===== src/rtl/mips_pkg.sv =====
// rtl/mips_pkg.sv - MIPS opcode/funct encodings, ALU flag indices and field helpers
package mips_pkg;

    // Primary opcodes
    localparam logic [5:0] OP_RTYPE = 6'b000000;
    localparam logic [5:0] OP_BEQ   = 6'b000100;
    localparam logic [5:0] OP_BNE   = 6'b000101;
    localparam logic [5:0] OP_ADDI  = 6'b001000;
    localparam logic [5:0] OP_ADDIU = 6'b001001;
    localparam logic [5:0] OP_SLTI  = 6'b001010;
    localparam logic [5:0] OP_SLTIU = 6'b001011;
    localparam logic [5:0] OP_ANDI  = 6'b001100;
    localparam logic [5:0] OP_ORI   = 6'b001101;
    localparam logic [5:0] OP_XORI  = 6'b001110;
    localparam logic [5:0] OP_LW    = 6'b100011;
    localparam logic [5:0] OP_SW    = 6'b101011;

    // R-type function codes
    localparam logic [5:0] FN_SLL   = 6'b000000;
    localparam logic [5:0] FN_SRL   = 6'b000010;
    localparam logic [5:0] FN_SRA   = 6'b000011;
    localparam logic [5:0] FN_SLLV  = 6'b000100;
    localparam logic [5:0] FN_SRLV  = 6'b000110;
    localparam logic [5:0] FN_SRAV  = 6'b000111;
    localparam logic [5:0] FN_MFHI  = 6'b010000;
    localparam logic [5:0] FN_MTHI  = 6'b010001;
    localparam logic [5:0] FN_MFLO  = 6'b010010;
    localparam logic [5:0] FN_MTLO  = 6'b010011;
    localparam logic [5:0] FN_MULT  = 6'b011000;
    localparam logic [5:0] FN_MULTU = 6'b011001;
    localparam logic [5:0] FN_DIV   = 6'b011010;
    localparam logic [5:0] FN_DIVU  = 6'b011011;
    localparam logic [5:0] FN_ADD   = 6'b100000;
    localparam logic [5:0] FN_ADDU  = 6'b100001;
    localparam logic [5:0] FN_SUB   = 6'b100010;
    localparam logic [5:0] FN_SUBU  = 6'b100011;
    localparam logic [5:0] FN_AND   = 6'b100100;
    localparam logic [5:0] FN_OR    = 6'b100101;
    localparam logic [5:0] FN_XOR   = 6'b100110;
    localparam logic [5:0] FN_NOR   = 6'b100111;
    localparam logic [5:0] FN_SLT   = 6'b101010;
    localparam logic [5:0] FN_SLTU  = 6'b101011;

    // ALU zon flag bit positions
    localparam int ZON_Z = 2;
    localparam int ZON_V = 1;
    localparam int ZON_N = 0;

    typedef enum logic {
        ST_EMPTY = 1'b0,
        ST_FULL  = 1'b1
    } stage_state_t;

    function automatic logic [5:0] f_opcode(input logic [31:0] instr);
        return instr[31:26];
    endfunction

    function automatic logic [5:0] f_funct(input logic [31:0] instr);
        return instr[5:0];
    endfunction

    function automatic logic [4:0] f_rt(input logic [31:0] instr);
        return instr[20:16];
    endfunction

    function automatic logic [4:0] f_rd(input logic [31:0] instr);
        return instr[15:11];
    endfunction

    function automatic logic [15:0] f_imm(input logic [31:0] instr);
        return instr[15:0];
    endfunction

endpackage


===== src/rtl/hilo_regs.sv =====
// rtl/hilo_regs.sv - architectural HI/LO registers with product/quotient or mthi/mtlo load
//
// Ports:
//   clk, rst         clock, synchronous active-high reset
//   i_ld_prod        load {i_prod_hi, i_prod_lo} into HI/LO
//   i_ld_hi/i_ld_lo  load i_gr1 into HI or LO (mthi/mtlo)
//   i_prod_hi/lo     ALU hi/lo result
//   i_gr1            rs operand
//   o_hi_q, o_lo_q   register contents
module hilo_regs
    import mips_pkg::*;
(
    input  logic        clk,
    input  logic        rst,
    input  logic        i_ld_prod,
    input  logic        i_ld_hi,
    input  logic        i_ld_lo,
    input  logic [31:0] i_prod_hi,
    input  logic [31:0] i_prod_lo,
    input  logic [31:0] i_gr1,
    output logic [31:0] o_hi_q,
    output logic [31:0] o_lo_q
);

    logic [31:0] r_hi;
    logic [31:0] r_lo;

    always_ff @(posedge clk) begin
        if (rst) begin
            r_hi <= 32'h0;
            r_lo <= 32'h0;
        end else begin
            if (i_ld_prod) begin
                r_hi <= i_prod_hi;
                r_lo <= i_prod_lo;
            end else begin
                if (i_ld_hi) r_hi <= i_gr1;
                if (i_ld_lo) r_lo <= i_gr1;
            end
        end
    end

    assign o_hi_q = r_hi;
    assign o_lo_q = r_lo;

endmodule


===== src/rtl/alu_result_stage.sv =====
// rtl/alu_result_stage.sv - EX/MEM stage after the MIPS ALU: HI/LO, branch resolve, overflow trap, writeback/memory request
//
// Ports:
//   clk, rst                       clock, synchronous active-high reset
//   in_valid/in_ready              upstream handshake (ALU result + instruction)
//   in_instr, in_pc                instruction word and its PC
//   in_c, in_zon, in_hi, in_lo     ALU result, flags {Z,V,N}, hi/lo outputs
//   in_gr1, in_gr2                 rs / rt operands
//   flush                          squash held and incoming instruction
//   out_valid/out_ready            downstream handshake
//   out_pc, out_result             registered PC and writeback value
//   out_wr_en, out_wr_addr         register-file write
//   out_mem_rd/wr/addr/wdata       data-memory request
//   branch_taken, branch_target    beq/bne resolution
//   ovf_trap, div_zero             exception flags
//   hi_q, lo_q                     architectural HI/LO
//   retired                        completed handshake count
module alu_result_stage
    import mips_pkg::*;
#(
    parameter logic [31:0] RESET_PC = 32'h0000_0000,
    parameter int          CNT_W    = 32
) (
    input  logic             clk,
    input  logic             rst,
    input  logic             in_valid,
    output logic             in_ready,
    input  logic [31:0]      in_instr,
    input  logic [31:0]      in_pc,
    input  logic [31:0]      in_c,
    input  logic [2:0]       in_zon,
    input  logic [31:0]      in_hi,
    input  logic [31:0]      in_lo,
    input  logic [31:0]      in_gr2,
    input  logic [31:0]      in_gr1,
    input  logic             flush,
    output logic             out_valid,
    input  logic             out_ready,
    output logic [31:0]      out_pc,
    output logic [31:0]      out_result,
    output logic             out_wr_en,
    output logic [4:0]       out_wr_addr,
    output logic             out_mem_rd,
    output logic             out_mem_wr,
    output logic [31:0]      out_mem_addr,
    output logic [31:0]      out_mem_wdata,
    output logic             branch_taken,
    output logic [31:0]      branch_target,
    output logic             ovf_trap,
    output logic             div_zero,
    output logic [31:0]      hi_q,
    output logic [31:0]      lo_q,
    output logic [CNT_W-1:0] retired
);

    stage_state_t     r_state;
    stage_state_t     w_state_nxt;
    logic             w_accept;

    logic [31:0]      r_pc;
    logic [31:0]      r_result;
    logic             r_wr_en;
    logic [4:0]       r_wr_addr;
    logic             r_mem_rd;
    logic             r_mem_wr;
    logic [31:0]      r_mem_addr;
    logic [31:0]      r_mem_wdata;
    logic             r_br_taken;
    logic [31:0]      r_br_target;
    logic             r_ovf;
    logic             r_div_zero;
    logic [CNT_W-1:0] r_retired;

    // decode of the incoming instruction
    logic [5:0]       w_op;
    logic [5:0]       w_fn;
    logic             w_rtype;
    logic             w_wr_rd;
    logic             w_wr_rt;
    logic             w_trap_op;
    logic             w_muldiv;
    logic             w_div;
    logic             w_mthi;
    logic             w_mtlo;
    logic             w_mfhi;
    logic             w_mflo;
    logic [4:0]       w_dest;
    logic             w_ovf;
    logic             w_div_zero;
    logic             w_br_taken;
    logic [31:0]      w_br_target;
    logic [31:0]      w_result;
    logic [15:0]      w_imm;

    assign w_op    = f_opcode(in_instr);
    assign w_fn    = f_funct(in_instr);
    assign w_rtype = (w_op == OP_RTYPE);
    assign w_imm   = f_imm(in_instr);

    always_comb begin
        w_wr_rd   = 1'b0;
        w_wr_rt   = 1'b0;
        w_trap_op = 1'b0;
        w_muldiv  = 1'b0;
        w_div     = 1'b0;
        w_mthi    = 1'b0;
        w_mtlo    = 1'b0;
        w_mfhi    = 1'b0;
        w_mflo    = 1'b0;
        if (w_rtype) begin
            case (w_fn)
                FN_ADD, FN_SUB: begin
                    w_wr_rd   = 1'b1;
                    w_trap_op = 1'b1;
                end
                FN_ADDU, FN_SUBU, FN_AND, FN_OR, FN_XOR, FN_NOR,
                FN_SLT, FN_SLTU, FN_SLL, FN_SRL, FN_SRA,
                FN_SLLV, FN_SRLV, FN_SRAV: w_wr_rd = 1'b1;
                FN_MFHI: begin
                    w_wr_rd = 1'b1;
                    w_mfhi  = 1'b1;
                end
                FN_MFLO: begin
                    w_wr_rd = 1'b1;
                    w_mflo  = 1'b1;
                end
                FN_MULT, FN_MULTU: w_muldiv = 1'b1;
                FN_DIV, FN_DIVU: begin
                    w_muldiv = 1'b1;
                    w_div    = 1'b1;
                end
                FN_MTHI: w_mthi = 1'b1;
                FN_MTLO: w_mtlo = 1'b1;
                default: ;
            endcase
        end else begin
            case (w_op)
                OP_ADDI: begin
                    w_wr_rt   = 1'b1;
                    w_trap_op = 1'b1;
                end
                OP_ADDIU, OP_SLTI, OP_SLTIU, OP_ANDI, OP_ORI, OP_XORI,
                OP_LW: w_wr_rt = 1'b1;
                default: ;
            endcase
        end
    end

    assign w_dest      = w_wr_rd ? f_rd(in_instr) : f_rt(in_instr);
    assign w_ovf       = w_trap_op && in_zon[ZON_V];
    assign w_div_zero  = w_div && (in_gr2 == 32'h0);
    assign w_br_taken  = ((w_op == OP_BEQ) &&  in_zon[ZON_Z]) ||
                         ((w_op == OP_BNE) && !in_zon[ZON_Z]);
    assign w_br_target = in_pc + 32'd4 + {{14{w_imm[15]}}, w_imm, 2'b00};
    // mfhi/mflo read the register as it stands now, which already includes
    // any HI/LO write from an instruction accepted on an earlier cycle
    assign w_result    = w_mfhi ? hi_q : (w_mflo ? lo_q : in_c);

    assign in_ready = (r_state == ST_EMPTY) || out_ready;
    assign w_accept = in_valid && in_ready && !flush;

    always_comb begin
        w_state_nxt = r_state;
        if (flush)
            w_state_nxt = ST_EMPTY;
        else if (w_accept)
            w_state_nxt = ST_FULL;
        else if (out_ready)
            w_state_nxt = ST_EMPTY;
    end

    always_ff @(posedge clk) begin
        if (rst) begin
            r_state     <= ST_EMPTY;
            r_pc        <= RESET_PC;
            r_result    <= 32'h0;
            r_wr_en     <= 1'b0;
            r_wr_addr   <= 5'd0;
            r_mem_rd    <= 1'b0;
            r_mem_wr    <= 1'b0;
            r_mem_addr  <= 32'h0;
            r_mem_wdata <= 32'h0;
            r_br_taken  <= 1'b0;
            r_br_target <= 32'h0;
            r_ovf       <= 1'b0;
            r_div_zero  <= 1'b0;
            r_retired   <= '0;
        end else begin
            r_state <= w_state_nxt;
            if (w_accept) begin
                r_pc        <= in_pc;
                r_result    <= w_result;
                r_wr_en     <= (w_wr_rd || w_wr_rt) && (w_dest != 5'd0) && !w_ovf;
                r_wr_addr   <= w_dest;
                r_mem_rd    <= (w_op == OP_LW);
                r_mem_wr    <= (w_op == OP_SW);
                r_mem_addr  <= in_c;
                r_mem_wdata <= in_gr2;
                r_br_taken  <= w_br_taken;
                r_br_target <= w_br_target;
                r_ovf       <= w_ovf;
                r_div_zero  <= w_div_zero;
            end
            if ((r_state == ST_FULL) && out_ready && !flush)
                r_retired <= r_retired + 1'b1;
        end
    end

    hilo_regs u_hilo (
        .clk       (clk),
        .rst       (rst),
        .i_ld_prod (w_accept && w_muldiv && !w_div_zero),
        .i_ld_hi   (w_accept && w_mthi),
        .i_ld_lo   (w_accept && w_mtlo),
        .i_prod_hi (in_hi),
        .i_prod_lo (in_lo),
        .i_gr1     (in_gr1),
        .o_hi_q    (hi_q),
        .o_lo_q    (lo_q)
    );

    logic w_unused;
    assign w_unused = in_zon[ZON_N];

    // enables and flags only mean something while an instruction is held
    assign out_valid     = (r_state == ST_FULL);
    assign out_pc        = r_pc;
    assign out_result    = r_result;
    assign out_wr_en     = r_wr_en    && out_valid;
    assign out_wr_addr   = r_wr_addr;
    assign out_mem_rd    = r_mem_rd   && out_valid;
    assign out_mem_wr    = r_mem_wr   && out_valid;
    assign out_mem_addr  = r_mem_addr;
    assign out_mem_wdata = r_mem_wdata;
    assign branch_taken  = r_br_taken && out_valid;
    assign branch_target = r_br_target;
    assign ovf_trap      = r_ovf      && out_valid;
    assign div_zero      = r_div_zero && out_valid;
    assign retired       = r_retired;

endmodule


===== config.mk =====
export PLATFORM = sky130hd
export DESIGN_NAME = alu_result_stage
export DESIGN_NICKNAME = d
export VERILOG_FILES = /design/src/rtl/mips_pkg.sv /design/src/rtl/hilo_regs.sv /design/src/rtl/alu_result_stage.sv
export SDC_FILE = /design/constraint.sdc
export NUM_CORES = 1
export LEC_CHECK = 0
export BUFFER_PORTS_ARGS = -buffer_cell sky130_fd_sc_hd__buf_2
export CAP_MARGIN = 20
export CORE_AREA = 2 2 196 198
export CTS_CLUSTER_DIAMETER = 120
export DETAILED_ROUTE_END_ITERATION = 6
export DIE_AREA = 0 0 198 200
export PLACE_DENSITY = 0.65
export SYNTH_ARGS = -nofsm -noshare
export SYNTH_HDL_FRONTEND = slang
export SYNTH_SLANG_ARGS = --single-unit

===== constraint.sdc =====
create_clock -name clk -period 4.51 [get_ports clk]
set_input_delay 0.2255 -clock clk [delete_from_list [all_inputs] [get_ports clk]]
set_output_delay 0.2255 -clock clk [all_outputs]
set_load 0.01 [all_outputs]

==> summary.txt, run 1 <==
Routing
  – Vias post-DR: about 14000
  – DR vias/cell: roughly 5.1
  – Starting DRT DRC Count: about 640
  – Wire per inst: around 18 um
  – # DRC: 0
  – Pre-Repair DR Iteration Count: 7
  – Antenna-violating nets left: 0
  – Final WL: 49200 um

Yosys
  – Primary FF master, synth: dfxtp_1
  – Number of synthesis warnings: 0
  – Post-synthesis sequential area ratio: 0.405
  – Share of flip-flops with an asynchronous set or reset: 0
  – Synth top area cells: dfxtp_1, nand2_1, mux2i_1
  – Area leader, netlist: dfxtp_1
  – Cell variety after synth: ~70
  – Count leader, synth: nand2_1
  – #FFs+latches synth: 266
  – Avg Cell Area, Syn: about 8.6 um^2
  – Most frequent cells after synthesis: nand2_1, dfxtp_1, a21oi_1
  – Mapped cell area: about 13000 um^2
  – Gate Count Post-Synth: 1533
  – Synth top area share: 0.405
  – Net count after synthesis: approximately 1800
  – Post-synth EDFFs: 0

Layout
  – Share of layout cells above drive strength 1: 0.296
  – Fillers: roughly 3400
  – Area growth syn-to-layout: 42.4%
  – Final Instance Area: around 19000 um^2
  – Final Core Density: 0.501
  – Nets: roughly 2400

Min path
  – HP Class: in -> reg
  – Worst hold endpoint: u_hilo.o_lo_q[7]
  – Hold path cells: 3
  – HP Start: in_lo[7]

GRT
  – Vias in the first global route: roughly 13000
  – Largest net degree at the start of global routing: around 170
  – Initial antenna violation count: 4
  – GRT overflow: 0
  – GR Util All Layers: 0.234
  – Global-route wire length before repair: about 73000 um

Critical path
  – CP Data Arrival Time: ~3.6 ns
  – Slowest cell on the critical path: dlygate4sd3_1
  – Crit path max fanout: 4
  – Reg-to-Reg Start: out_valid
  – Flop2flop setup slack: approximately 1.4 ns
  – R2R cell count: 8
  – CP Class: in -> reg
  – Crit path buffers/inverters: 4
  – Reg2reg end: u_hilo.o_lo_q[3]
  – Family with the most delay on the worst path: compound AO/OA/AOI/OAI gates
  – Worst path required time: a little under 5 ns
  – Worst setup EP type: flop
  – CP max stage delay: about 0.53 ns
  – Crit-path cells: dlygate4sd3_1, buf_2, inv_1, ha_1, inv_1, ha_1, fa_1, a21o_1, a221oi_2, nand2_1, a31oi_1, o21ai_0, xor2_1, a22o_1
  – Startpoint Class: input port

STA
  – Final Cycle Share: 0.700
  – Final Hold Fails: 0
  – RSZ-0062 raised after global routing: false
  – Tmin final: 3.16 ns
  – Setup TNS: 0 ns
  – Slew @ Worst Pin: approximately 1.1 ns
  – Max-slew violations: 0
  – Max_slew headroom: 0.282
  – Fmax: approximately 0.32 GHz
  – Final setup fails: 0
  – Fin Clk Skew: 0.0112 ns

Clock tree
  – CTS max path bufs: 3
  – Post_cts resized: 0
  – Post-CTS Setup Inserts: 0
  – CTS Root Cell: clkbuf_16
  – CTS clk-pin slew, worst paths: around 0.06 ns
  – CTS buffer count: 30
  – Later-pin clock latency in the skew report: between 0.5 and 0.6 ns
  – Hold_buf cts: 160
  – H-tree lvl count: 1
  – Sink Count: between 200 and 300
  – CTS tree: built

Die
  – Die height: roughly 200 um
  – Initial Util: 0.352
  – Row count: 71
  – Die area: 39600 um^2
  – Die X: 198 um
  – Core region area: roughly 37000 um^2
  – Num ports: between 500 and 600

Place
  – PortBufs: between 400 and 500
  – RePlAce Congestion: 0.871
  – Placed inst area: roughly 16000 um^2
  – Final HPWL DP: 34100 um

Pwr
  – PD cells: around 330 nW/um^2
  – Total Power: 0.00615 W
  – VDD IR max: about 360 uV
  – Pleak: around 8.2 nW

Job
  – Reported max-cap violation count: 0

Status
  – Run status: finished clean
state kept, by name (all words and copies together) (netlist names), 5 cells and up:
name           flops
branch_target     30
out_mem_addr      32
out_mem_wdata     32
out_pc            32
out_result        32
out_wr_addr        5
retired           32
u_hilo.o_hi_q     32
u_hilo.o_lo_q     32
routing by layer:
metal	up-vias	GRT usage	wire length, um
met1	6413	0.275	20000
met2	494	0.397	23400
met5	-	0	27
met4	4	0.119	2370
li1	6598	-	-
met3	123	0.0613	3430
kinds of logic (layout without fill, tap and decap cells):
| logic type | after synthesis | in the layout | share of synthesized area |
|---|---|---|---|
| buf+inv | 121 | 750 | 0.0410 |
| other cells | 0 | 4 | 0 |
| mux | 103 | 103 | 0.0783 |
| fa+ha+maj | 59 | 59 | 0.0567 |
| simple gates | 573 | 573 | 0.189 |
| xor+xnor | 52 | 52 | 0.0346 |
| compound gates | 359 | 359 | 0.196 |
| flops | 266 | 266 | 0.405 |
power by group:
group          total, W  internal (W)  switching [W]
logic          0.000987      0.000428       0.000559
registers       0.00248       0.00243      0.0000433
clock network   0.00269       0.00166        0.00103
total           0.00615       0.00452        0.00163
cell usage in the layout, fill, tap and decap left out, types with 22 or more instances in the layout:
cell | netlist | layout
a211oi_2 | 59 | 59
a21oi_1 | 171 | 171
buf_2 | 14 | 493
clkbuf_16 | 0 | 31
dfxtp_1 | 266 | 266
dlygate4sd3_1 | 0 | 160
ha_1 | 58 | 58
mux2i_1 | 103 | 103
nand2_1 | 324 | 324
nand3_1 | 23 | 23
nor2_1 | 133 | 133
o211ai_1 | 33 | 33
xnor2_1 | 22 | 22
xor2_1 | 30 | 30
worst reg2reg max path, stage by stage (launching register included):
cell	delay, ns
dfxtp_1	0.43
nor2b_4	0.20
nor3b_4	0.36
nand2_1	0.12
nor4_2	0.25
and2_2	0.88
buf_4	0.39
mux2i_1	0.25
a211oi_2	0.09
worst max path at each step:
stage	startpoint	depth (start not counted)	to	slack [ns]
after floorplan	in_instr[1]	10	branch_target[19]	1.90
after global placement	in_instr[1]	10	u_hilo.o_hi_q[30]	1.07
after detailed placement	in_instr[0]	13	branch_target[19]	1.31
after CTS	in_pc[3]	12	branch_target[19]	1.36
after global routing	in_pc[2]	14	branch_target[19]	1.13
final	in_pc[2]	14	branch_target[19]	1.35
layout make-up:
class / instances / area [um^2] / area share
Multi-Input combinational cell: 1146 / 7300 / 0.390
Sequential cell: 266 / 5330 / 0.284
Timing Repair Buffer: 679 / 4320 / 0.230
Clock buffer: 45 / 898 / 0.0479
Tap cell: 511 / 639 / 0.0341
Clock inverter: 11 / 194 / 0.0103
Inverter: 15 / 56.3 / 0.00300
Antenna cell: 4 / 10.0 / 0.000534
through the flow:
step | cells | worst slack [ns] | hold WS [ns]
final | 2677 | 1.35 | 0.0224
after global routing | 2675 | 1.13 | 0.0103
after CTS | 2673 | 1.36 | 0.00418
after detailed placement | 2457 | 1.31 | 0.443
after global placement | 2456 | 1.07 | 0.435
after floorplan | 1533 | 1.90 | 0.305
(Power assumes the default switching activity.)
==> inputs of run 2 (changes only) <==
--- a/config.mk
+++ b/config.mk
@@ -5,13 +5,14 @@
 export SDC_FILE = /design/constraint.sdc
 export NUM_CORES = 1
 export LEC_CHECK = 0
+export ABC_AREA = 1
 export BUFFER_PORTS_ARGS = -buffer_cell sky130_fd_sc_hd__buf_2
 export CAP_MARGIN = 20
-export CORE_AREA = 2 2 196 198
+export CORE_AREA = 2 2 194 196
 export CTS_CLUSTER_DIAMETER = 120
 export DETAILED_ROUTE_END_ITERATION = 6
-export DIE_AREA = 0 0 198 200
-export PLACE_DENSITY = 0.65
+export DIE_AREA = 0 0 196 198
+export PLACE_DENSITY = 0.71
 export SYNTH_ARGS = -nofsm -noshare
 export SYNTH_HDL_FRONTEND = slang
 export SYNTH_SLANG_ARGS = --single-unit
==> constraint.sdc (replaced) <==
create_clock -name clk -period 2.9 [get_ports clk]
set_input_delay 0.145 -clock clk [delete_from_list [all_inputs] [get_ports clk]]
set_output_delay 0.145 -clock clk [all_outputs]
set_load 0.01 [all_outputs]
==> summary.txt, run 2 <==
Yosys
  – Number of synthesis warnings: 0 (unchanged)
  – Count leader, synth: nand2_1
  – Synth top area cells: dfxtp_1, nand2_1, o21ai_0
  – Post-synth EDFFs: 0 (unchanged)
  – Most frequent cells after synthesis: nand2_1, nor2_1, dfxtp_1
  – Primary FF master, synth: dfxtp_1
  – Net count after synthesis: 2366 (+30%)
  – Post-synthesis sequential area ratio: 0.380 (-0.0245)
  – Mapped cell area: 14000 um^2 (+6.5%)
  – Area leader, netlist: dfxtp_1
  – Share of flip-flops with an asynchronous set or reset: 0 (unchanged)
  – Cell variety after synth: 43 (-39%)
  – Gate Count Post-Synth: 2075 (+35%)
  – Avg Cell Area, Syn: 6.75 um^2 (-21%)
  – #FFs+latches synth: 266 (unchanged)
  – Synth top area share: 0.380 (-0.0245)

Clock tree
  – Later-pin clock latency in the skew report: 0.57 ns (about the same)
  – CTS buffer count: 30 (unchanged)
  – CTS Root Cell: clkbuf_16
  – H-tree lvl count: 1 (unchanged)
  – CTS max path bufs: 3 (unchanged)
  – CTS tree: built
  – Sink Count: 266 (unchanged)
  – CTS clk-pin slew, worst paths: 0.06 ns (about the same)

Routing
  – Starting DRT DRC Count: 1022 (+59%)
  – # DRC: 0 (unchanged)
  – DR vias/cell: 5.22 (+2.5%)
  – Final WL: 58900 um (+20%)
  – Vias post-DR: 16946 (+24%)
  – Wire per inst: 18.1 um (-1.4%)
  – Pre-Repair DR Iteration Count: 5 (-2)
  – Antenna-violating nets left: 0 (unchanged)

Place
  – Placed Cells incl. Taps: 2960 (+20%)
  – RePlAce Congestion: 0.946 (+8.6%)
  – Pre-CTS setup slack: 0.358 ns (-0.947 ns)
  – PortBufs: 494 (unchanged)
  – Final HPWL DP: 40200 um (+18%)

GRT
  – Largest net degree at the start of global routing: 187 (+11%)
  – GRT overflow: 0 (unchanged)
  – Global-route wire length before repair: 88400 um (+20%)
  – GR Util All Layers: 0.288 (+0.0533)
  – Vias in the first global route: 16369 (+22%)
  – Initial antenna violation count: 1 (-3)

Critical path
  – Reg2reg end: u_hilo.o_hi_q[9]
  – Crit path max fanout: 54 (+50)
  – Flop2flop setup slack: 0.26 ns (-1.13 ns)
  – Reg-to-Reg Start: out_valid
  – Worst path required time: 3.40 ns (-1.57 ns)
  – Startpoint Class: input port
  – R2R cell count: 11 (+3)
  – Worst setup EP type: flop
  – CP Class: in -> reg
  – CP Data Arrival Time: 3.26 ns (-0.35 ns)

STA
  – Final Cycle Share: 0.953
  – RSZ-0062 raised after global routing: false
  – Max_slew headroom: 0.382 (+0.0996)
  – Fin Clk Skew: 0.00636 ns (-0.00485 ns)
  – Tmin final: 2.76 ns
  – Max-slew violations: 0 (unchanged)
  – Final Hold Fails: 0 (unchanged)
  – Worst hold slack: 0.0304 ns (+0.00808 ns)
  – Slew @ Worst Pin: 0.927 ns (-0.149 ns)
  – Setup TNS: 0 ns (unchanged)
  – Fmax: around 0.36 GHz
  – Final WS setup: 0.137 ns (-1.22 ns)
  – Final setup fails: 0 (unchanged)

Pwr
  – Pleak: 10.6 nW (+28%)
  – PD cells: 489 nW/um^2 (+49%)
  – VDD IR max: 446 uV (+22%)

Min path
  – Hold path cells: 3 (unchanged)
  – HP Class: in -> reg
  – HP Start: out_ready
  – Worst hold endpoint: retired[0]

Layout
  – Fin cells: 3248 (+21%)
  – Nets: 3039 (+25%)
  – Commonest non-fill, non-tap cells in the layout: buf_2, nand2_1, nor2_1, dfxtp_1, inv_1
  – Share of layout cells above drive strength 1: 0.217 (-0.0793)
  – Fillers: 3342 (-3.0%)
  – Most common cell after layout, fill and taps aside: buf_2
  – Area growth syn-to-layout: 44.8%

Die
  – Core region area: 37000 um^2 (-1.2%)
  – Row count: 71 (unchanged)
  – Die X: 196 um (-1.0%)
  – Die area: 38800 um^2 (-2.0%)
  – Die height: 198 um (-1.0%)
  – Initial Util: 0.379 (+0.0272)
  – Num ports: 501 (unchanged)

Job
  – Reported max-cap violation count: 0 (unchanged)

Status
  – Run status: finished clean
run 2: cell count changes after synthesis, sizes merged, moves of 14 or more:
cell,before,now
mux2i,103,0
nand3,23,108
a21oi,171,194
nand2,324,408
xnor2,22,8
nor2,133,279
o21ai,14,249
a211oi,74,2
inv,15,253
xor2,30,16
run 2: cells by family after synthesis:
family | share of synthesized area
DFF | 0.380
and+or+nand+nor | 0.260
buffers and inverters | 0.101
xor gates and xnor gates | 0.0150
AOI/OAI and AO/OA | 0.190
adders and majority gates | 0.0532
run 2: worst max-delay path by stage:
stage | startpoint | endpoint | slack (ns) | cells after the start
after global routing | in_gr2[4] | u_hilo.o_hi_q[11] | 0.02 | 14
after CTS | out_valid | u_hilo.o_hi_q[26] | 0.03 | 10
after floorplan | in_instr[1] | branch_target[17] | 0.92 | 12
after detailed placement | in_gr2[4] | u_hilo.o_lo_q[20] | 0.36 | 10
after global placement | in_gr2[4] | u_hilo.o_lo_q[24] | 0.37 | 10
final | in_gr2[4] | u_hilo.o_hi_q[11] | 0.14 | 14
run 2: where the power goes:
group | internal (W) | switching [W]
logic | 0.000742 | 0.00104
registers | 0.00382 | 0.0000858
clock network | 0.00260 | 0.00164
total | 0.00716 | 0.00276
run 2: what timing repair did:
item	CTS	global route
gates resized for setup	0	8
hold buffers	228	0
setup endpoints to repair	0	58
setup buffers	0	1
endpoints found under the hold margin	196	0
run 2: layout make-up:
class / instances / area [um^2] / area share
Inverter: 253 / 965 / 0.0476
Clock buffer: 40 / 850 / 0.0419
Sequential cell: 266 / 5330 / 0.263
Antenna cell: 2 / 5.00 / 0.000247
Tap cell: 474 / 593 / 0.0292
Timing Repair Buffer: 745 / 4980 / 0.245
Multi-Input combinational cell: 1452 / 7320 / 0.361
Clock inverter: 16 / 245 / 0.0121
run 2: critical path, cell delays in order:
cell and delay, ns:
dlygate4sd3_1 0.53, buf_2 0.13, nor2_2 0.19, nand4_1 0.22
nor3_4 0.29, buf_4 0.22, nand2_2 0.14, nand2_4 0.12
buf_12 0.23, nand2_1 0.13, nand2_1 0.10, dlygate4sd3_1 0.59
inv_1 0.06, a21oi_1 0.11
run 2: per-stage QoR:
| step | area [um^2] | power (W) | util |
|---|---|---|---|
| 6_report | 20300 | 0.00992 | 0.549 |
| 5_1_grt | 20300 | 0.0103 | 0.549 |
| 4_1_cts | 20200 | 0.00995 | 0.547 |
| 3_5_place_dp | 16900 | 0.00551 | 0.456 |
| 3_3_place_gp | 16900 | 0.00549 | 0.456 |
| 2_1_floorplan | 14000 | 0.00486 | - |
run 2: routing by layer:
metal | vias to the layer above | share of wire | GRT usage | wire length, um
met4 | 0 | 0.049 | 0.141 | 2860
met2 | 889 | 0.48 | 0.505 | 28200
li1 | 8127 | - | - | -
met1 | 7756 | 0.40 | 0.343 | 23400
met3 | 174 | 0.074 | 0.0462 | 4360
met5 | - | 0 | 0 | 0
